$ cat src/rtl/pwm_cfg_pkg.sv
// Shared constants and types for the SPI-driven PWM configuration block.
package pwm_cfg_pkg;

  localparam int FRAME_BITS = 16;

  localparam logic [6:0] ADDR_EN_OUT_LO = 7'h00;
  localparam logic [6:0] ADDR_EN_OUT_HI = 7'h01;
  localparam logic [6:0] ADDR_EN_PWM_LO = 7'h02;
  localparam logic [6:0] ADDR_EN_PWM_HI = 7'h03;
  localparam logic [6:0] ADDR_DUTY      = 7'h04;

  typedef enum logic [1:0] {
    IDLE   = 2'd0,
    SHIFT  = 2'd1,
    COMMIT = 2'd2
  } state_e;

endpackage

$ cat src/rtl/sync_edge_det.sv
// Multi-stage synchroniser for one asynchronous pin, with rise/fall pulses
// derived from the synchronised value.
module sync_edge_det #(
  parameter int SYNC_STAGES = 2
) (
  input  logic clk,
  input  logic rst,
  input  logic async_in,
  output logic sync_out,
  output logic rise,
  output logic fall
);

  logic [SYNC_STAGES-1:0] chain;
  logic                   prev;

  // NOTE: sequential state uses non-blocking assignments so every stage
  // samples the value its predecessor held before this clock edge.
  always_ff @(posedge clk) begin
    if (rst) begin
      chain <= '0;
      prev  <= 1'b0;
    end else begin
      chain <= {chain[SYNC_STAGES-2:0], async_in};
      prev  <= chain[SYNC_STAGES-1];
    end
  end

  assign sync_out = chain[SYNC_STAGES-1];
  assign rise     = sync_out & ~prev;
  assign fall     = ~sync_out & prev;

endmodule

$ cat src/rtl/pwm_spi_config_ctrl.sv
// SPI mode-0 write-only target that loads the PWM peripheral's five
// configuration registers from 16-bit {rw, addr[6:0], data[7:0]} frames.
module pwm_spi_config_ctrl #(
  parameter int SYNC_STAGES = 2,
  parameter int FRAME_BITS  = pwm_cfg_pkg::FRAME_BITS,
  parameter int NUM_REGS    = 5
) (
  input  logic       clk,
  input  logic       rst,
  input  logic       sclk,
  input  logic       copi,
  input  logic       ncs,
  output logic [7:0] en_reg_out_7_0,
  output logic [7:0] en_reg_out_15_8,
  output logic [7:0] en_reg_pwm_7_0,
  output logic [7:0] en_reg_pwm_15_8,
  output logic [7:0] pwm_duty_cycle,
  output logic       wr_commit,
  output logic       frame_err
);

  import pwm_cfg_pkg::*;

  localparam int              CNT_W      = $clog2(FRAME_BITS + 2);
  localparam logic [CNT_W-1:0] CNT_FULL  = CNT_W'(FRAME_BITS);
  localparam logic [CNT_W-1:0] CNT_OVF   = CNT_W'(FRAME_BITS + 1);
  localparam logic [6:0]      ADDR_LIMIT = 7'(NUM_REGS);

  logic sclk_s, sclk_rise, sclk_fall;
  logic copi_s, copi_rise, copi_fall;
  logic ncs_s, ncs_rise, ncs_fall;

  sync_edge_det #(.SYNC_STAGES(SYNC_STAGES)) u_sync_sclk (
    .clk(clk), .rst(rst), .async_in(sclk),
    .sync_out(sclk_s), .rise(sclk_rise), .fall(sclk_fall)
  );

  sync_edge_det #(.SYNC_STAGES(SYNC_STAGES)) u_sync_copi (
    .clk(clk), .rst(rst), .async_in(copi),
    .sync_out(copi_s), .rise(copi_rise), .fall(copi_fall)
  );

  sync_edge_det #(.SYNC_STAGES(SYNC_STAGES)) u_sync_ncs (
    .clk(clk), .rst(rst), .async_in(ncs),
    .sync_out(ncs_s), .rise(ncs_rise), .fall(ncs_fall)
  );

  // Mode 0 only needs sclk rises and the synchronised copi level.
  logic unused_edges;
  assign unused_edges = ^{sclk_s, sclk_fall, copi_rise, copi_fall};

  state_e                state;
  logic [CNT_W-1:0]      bit_cnt;
  logic [FRAME_BITS-1:0] shift_reg;

  logic       frame_rw;
  logic [6:0] frame_addr;
  logic [7:0] frame_data;

  assign frame_rw   = shift_reg[FRAME_BITS-1];
  assign frame_addr = shift_reg[FRAME_BITS-2 -: 7];
  assign frame_data = shift_reg[7:0];

  always_ff @(posedge clk) begin
    if (rst) begin
      state           <= IDLE;
      bit_cnt         <= '0;
      shift_reg       <= '0;
      wr_commit       <= 1'b0;
      frame_err       <= 1'b0;
      // NOTE: these are five discrete flops, not a RAM, so clearing them in
      // reset is cheap and gives the PWM block a known-off configuration.
      en_reg_out_7_0  <= '0;
      en_reg_out_15_8 <= '0;
      en_reg_pwm_7_0  <= '0;
      en_reg_pwm_15_8 <= '0;
      pwm_duty_cycle  <= '0;
    end else begin
      wr_commit <= 1'b0;
      frame_err <= 1'b0;

      case (state)
        IDLE: begin
          if (ncs_fall) begin
            state     <= SHIFT;
            bit_cnt   <= '0;
            shift_reg <= '0;
          end
        end

        SHIFT: begin
          // A deselect wins over a coincident sclk edge, so that bit is dropped.
          if (ncs_rise) begin
            state <= COMMIT;
          end else if (sclk_rise && !ncs_s) begin
            shift_reg <= {shift_reg[FRAME_BITS-2:0], copi_s};
            if (bit_cnt != CNT_OVF) begin
              bit_cnt <= bit_cnt + 1'b1;
            end
          end
        end

        COMMIT: begin
          if (bit_cnt != CNT_FULL) begin
            frame_err <= 1'b1;
          end else if (frame_rw) begin
            if (frame_addr < ADDR_LIMIT) begin
              wr_commit <= 1'b1;
              case (frame_addr)
                ADDR_EN_OUT_LO: en_reg_out_7_0  <= frame_data;
                ADDR_EN_OUT_HI: en_reg_out_15_8 <= frame_data;
                ADDR_EN_PWM_LO: en_reg_pwm_7_0  <= frame_data;
                ADDR_EN_PWM_HI: en_reg_pwm_15_8 <= frame_data;
                ADDR_DUTY:      pwm_duty_cycle  <= frame_data;
                default: ;
              endcase
            end else begin
              frame_err <= 1'b1;
            end
          end

          // A very short deselect can land its fall here; start the next frame.
          if (ncs_fall) begin
            state     <= SHIFT;
            bit_cnt   <= '0;
            shift_reg <= '0;
          end else begin
            state <= IDLE;
          end
        end

        default: state <= IDLE;
      endcase
    end
  end

endmodule

$ cat config.mk
export PLATFORM = sky130hd
export DESIGN_NAME = pwm_spi_config_ctrl
export DESIGN_NICKNAME = d
export VERILOG_FILES = /design/src/rtl/pwm_cfg_pkg.sv /design/src/rtl/sync_edge_det.sv /design/src/rtl/pwm_spi_config_ctrl.sv
export SDC_FILE = /design/constraint.sdc
export NUM_CORES = 1
export LEC_CHECK = 0
export CAP_MARGIN = 5
export CORE_MARGIN = 4
export CORE_UTILIZATION = 55
export CTS_BUF_LIST = sky130_fd_sc_hd__clkbuf_8
export DETAILED_ROUTE_END_ITERATION = 10
export GPL_TIMING_DRIVEN = 0
export HOLD_SLACK_MARGIN = 0.05
export PLACE_DENSITY = 0.79
export SLEW_MARGIN = 25
export SYNTH_ARGS = -nofsm -noshare
export SYNTH_HDL_FRONTEND = slang
export SYNTH_SLANG_ARGS = --single-unit
export TNS_END_PERCENT = 5
$ cat constraint.sdc
create_clock -name clk -period 2.2 [get_ports clk]
set_input_delay 0.33 -clock clk [delete_from_list [all_inputs] [get_ports clk]]
set_output_delay 0.33 -clock clk [all_outputs]
set_load 0.01 [all_outputs]
==> out/results.txt <==
The routed design uses 2890 um of met2 wire. TritonCTS built the clock tree. After detailed routing, the number of remaining DRC violations is 0.

The critical path endpoint category was a register. Final cell count without fillers: 405. Clock share of power: 0.419.

The clock tree synthesis step divided the H-tree into 3 levels. The flop and latch count out of synthesis was 73. The run gives 0.024 as the logic gate share of total power. The count of flip-flops with a built-in enable after synthesis works out to 0. The tools report the clock tree root driver cell as sky130_fd_sc_hd__clkbuf_8.

Setup violations remaining at the end of the flow were counted as 0. For the number of hold-slack violations in the final timing report, the log shows 0. Routability-driven placement finished with a final weighted congestion of 0.775.

The switching part of the total is 0.209. The fraction of the yosys area taken by sequential cells came out at 0.506. The tools report the placeable core region as 5110 sq um. Once the clock tree was built, the setup fixing pass inserted 0 buffers. The startpoint of the worst-slack reg-to-reg timing path was state[1]. Summing every instance area after synthesis gives 2890 sq um. The worst hold path was traced through 2 stages. Yosys mapped the design onto 34 distinct sky130hd cell types. The average instance in the mapped netlist occupies 10.5 sq um.

The relative area change from synthesis to final layout is 25.0%. The run finished with clean final reports. The post-route fraction of the period consumed by the critical path was 0.869. The run gives 2073 as the number of global-route vias before repair. Number of placed cells counting well taps: 391.

For the total clock buffers created by CTS, the log shows 9. Setup repair after global routing left no endpoint under its margin. Before antenna repair, the detailed router went through 4 iterations. The type of the worst min-delay path was input port to register.

The reported max-cap violation count is 0. The count of nets after finishing was 340; the highest ir drop seen on vdd was 0.000523 V. 47 I/O pins were placed. The logs give 0.649 for the worst max-slew margin expressed relative to the limit and 523 MHz for the highest achievable clock rate. Grouping stages by cell kind, the critical path spends the most delay in buffers and inverters.

The number of cells traversed by the worst register-to-register path came out at 6. After detailed routing, the wire length on met1 is 2700 um. For the number of max-slew violations in the final report, the log shows 0.

The buffer and inverter count on the worst path works out to 2. After global routing the overflow that remains totals 0. The run gives 1890 uW as the internal portion of total power.

The endpoint of the lowest-slack register-to-register path was shift_reg[11]. The number of inserted filler cells in the final layout is 403. The count of buffers inserted at the top-level ports is 45, and the number of vias per cell after detailed routing is 5.17. Share of flip-flops with an asynchronous set or reset after synthesis: 0. For the multi-input gate area in the final layout, the log shows 1330 sq um.

Before CTS, the worst setup slack after placement is 330 ps. The worst setup path is of the register to register kind. Relative contribution of sequential cells to total power: 0.557. The fraction of post-synthesis cell area in the top cell type by area works out to 0.506. 0 antenna diodes ended up in the layout. The clock passes through at most 2 buffers. For this design the ratio of total power to cell area is 663 nW/um^2. The logs give 205 um for the routed length on met3 and 0.00143 uW for the standby leakage power. Clock sink count: 73. The die is 80.4 um tall. The time the final worst path needs with I/O delays and setup came out at 1910 ps. The final sum of negative setup slack was 0 ps. Setup slack closes at 289 ps. The detailed router finished its first iteration with 67 violations. For the routed via count, the log shows 2095. Entering global routing, the biggest net connects 12 pins.

The biggest area contributor in the post-synthesis netlist is sky130_fd_sc_hd__dfxtp_1. The pin slew with the least headroom to its limit is 513 ps. By area the synthesized netlist is led by sky130_fd_sc_hd__dfxtp_1, sky130_fd_sc_hd__mux2i_1, sky130_fd_sc_hd__nand2b_1. The worst hold path begins at rst. The worst setup path is launched from a register.

The die covers 6470 sq um. The run gives 0 as the number of antenna violations at the first check in global routing. The first global-routing pass estimated 9910 um of wire.

The worst hold path terminates at u_sync_ncs.chain[0]. The clock-pin slew on the worst setup and hold paths is 70 ps, and the required time at the worst-slack endpoint is 2470 ps. The top routing layer in use was met4.

The stage delay of the slowest cell on the critical path works out to 400 ps. Synthesis produced a netlist whose cell count is 276. The number of nets in the synthesized netlist is 284.

The register with the most flip-flops in the layout has 16 of them. The logs give 0.565 for the starting density of the core and 5930 um for the total routed wirelength. The tools report the number of synthesis warnings as 0.

In this run the number of cells on the critical path is 6. The average wire length per cell after detail routing came out at 14.6 um. In this run the remaining antenna-violating nets after routing total 0.

The maximum fanout encountered on the critical timing path was 10. The number of buffers inserted for hold repair after clock tree synthesis is 0, and the data arrival time of the critical path is 2180 ps. Setup slack on the worst reg-to-reg path comes out at 290 ps. The placement row count was 26; the area of all sequential standard cells was 1460 sq um. Summed over all nets, the half-perimeter wirelength after detailed placement is 4120 um. The critical path's slowest cell is sky130_fd_sc_hd__buf_1.

The commonest register cell after synthesis was sky130_fd_sc_hd__dfxtp_1. The horizontal extent of the die was 80.4 um; the count of instances resized after the clock tree is built was 0. Clock latency on the worst-skew pair, taken at its later pin, is 340 ps. The analysis attributes to net switching a power of 500 uW. The signal on the critical path passes through nand4bb_1 -> a21o_1 -> clkbuf_1 -> buf_1 -> a22oi_1 -> nor2_1. The utilization after layout was 0.706; the setup clock skew after layout was 7.58 ps. The share of post-route cells with drive strength above 1 was 0.0716; the all-layer global routing usage was 0.202.
## routing by layer
| metal | vias to the layer above | global-route usage |
|---|---|---|
| li1 | 1049 | - |
| met1 | 993 | 0.251 |
| met2 | 41 | 0.334 |
| met3 | 12 | 0.0404 |
| met4 | 0 | 0.0997 |
| met5 | - | 0 |
## how the worst max path moves through the flow
stage,from,endpoint,slack [ps]
finish,state[1],shift_reg[11],290
global route,state[1],shift_reg[14],80
CTS,state[1],shift_reg[11],300
detailed placement,state[1],shift_reg[13],330
global placement,bit_cnt[2],en_reg_out_15_8[1],360
floorplan,shift_reg[11],en_reg_out_15_8[0],540
## synth_stat cells, types with 2 or more instances
cell and count:
sky130_fd_sc_hd__nand2b_1 52, sky130_fd_sc_hd__nor4_4 2, sky130_fd_sc_hd__mux2i_1 40, sky130_fd_sc_hd__inv_1 3, sky130_fd_sc_hd__nand2_1 6, sky130_fd_sc_hd__ha_1 3, sky130_fd_sc_hd__clkbuf_1 13, sky130_fd_sc_hd__or4_1 4
sky130_fd_sc_hd__dfxtp_1 73, sky130_fd_sc_hd__a22oi_1 16, sky130_fd_sc_hd__buf_6 3, sky130_fd_sc_hd__nor3_1 2, sky130_fd_sc_hd__xnor2_1 2, sky130_fd_sc_hd__nor2b_1 9, sky130_fd_sc_hd__o21ai_0 4, sky130_fd_sc_hd__a21oi_1 4
sky130_fd_sc_hd__or3_1 3, sky130_fd_sc_hd__nor2_1 21
## stage by stage
step	instance area (sq um)	total power (uW)	hold slack, ps
after floorplan	2890	1400	414
after global placement	3420	1420	417
after detailed placement	3420	1420	429
after CTS	3610	2400	376
after global routing	3610	2460	409
final	3610	2390	378
## cell families (layout without fill, tap and decap cells)
family | Yosys count | in the layout | share of synthesized area
AND/OR/NAND/NOR | 110 | 110 | 0.236
flip-flops | 73 | 73 | 0.506
multiplexers | 40 | 40 | 0.139
AO/OA/AOI/OAI | 28 | 28 | 0.0659
buffers and inverters | 20 | 79 | 0.0338
adder cells (fa/ha/maj) | 3 | 3 | 0.0130
XOR/XNOR | 2 | 2 | 0.00607
## power by group through the flow
stage          registers, uW  clock network, uW  logic, uW
4_1_cts                 1330               1010       58.5
6_report                1330               1000       58.4
5_1_grt                 1330               1070       64.1
3_5_place_dp            1360                  0       58.5
2_1_floorplan           1360                  0       40.6
3_3_place_gp            1360                  0       57.3
## layout by cell type (no fill, tap or decap), drive strengths merged, types with 2 or more instances in the layout
master	n
dfxtp	73
nand2b	52
clkdlybuf4s50	45
mux2i	40
clkbuf	23
nor2	21
a22oi	16
nor2b	9
nand2	6
or4	4
o21ai	4
a21oi	4
buf	4
inv	3
or3	3
ha	3
clkinv	3
nor4	2
nor3	2
xnor2	2
nor3b	2
nand3	2
## area by class of cell
class	instances	share of cell area
Timing Repair Buffer	45	0.125
Buffer	17	0.0239
Sequential cell	73	0.405
Clock buffer	10	0.0382
Multi-Input combinational cell	183	0.368
Clock inverter	4	0.0125
Tap cell	70	0.0243
Inverter	3	0.00312
No activity file was read; power rests on OpenSTA's default activity.
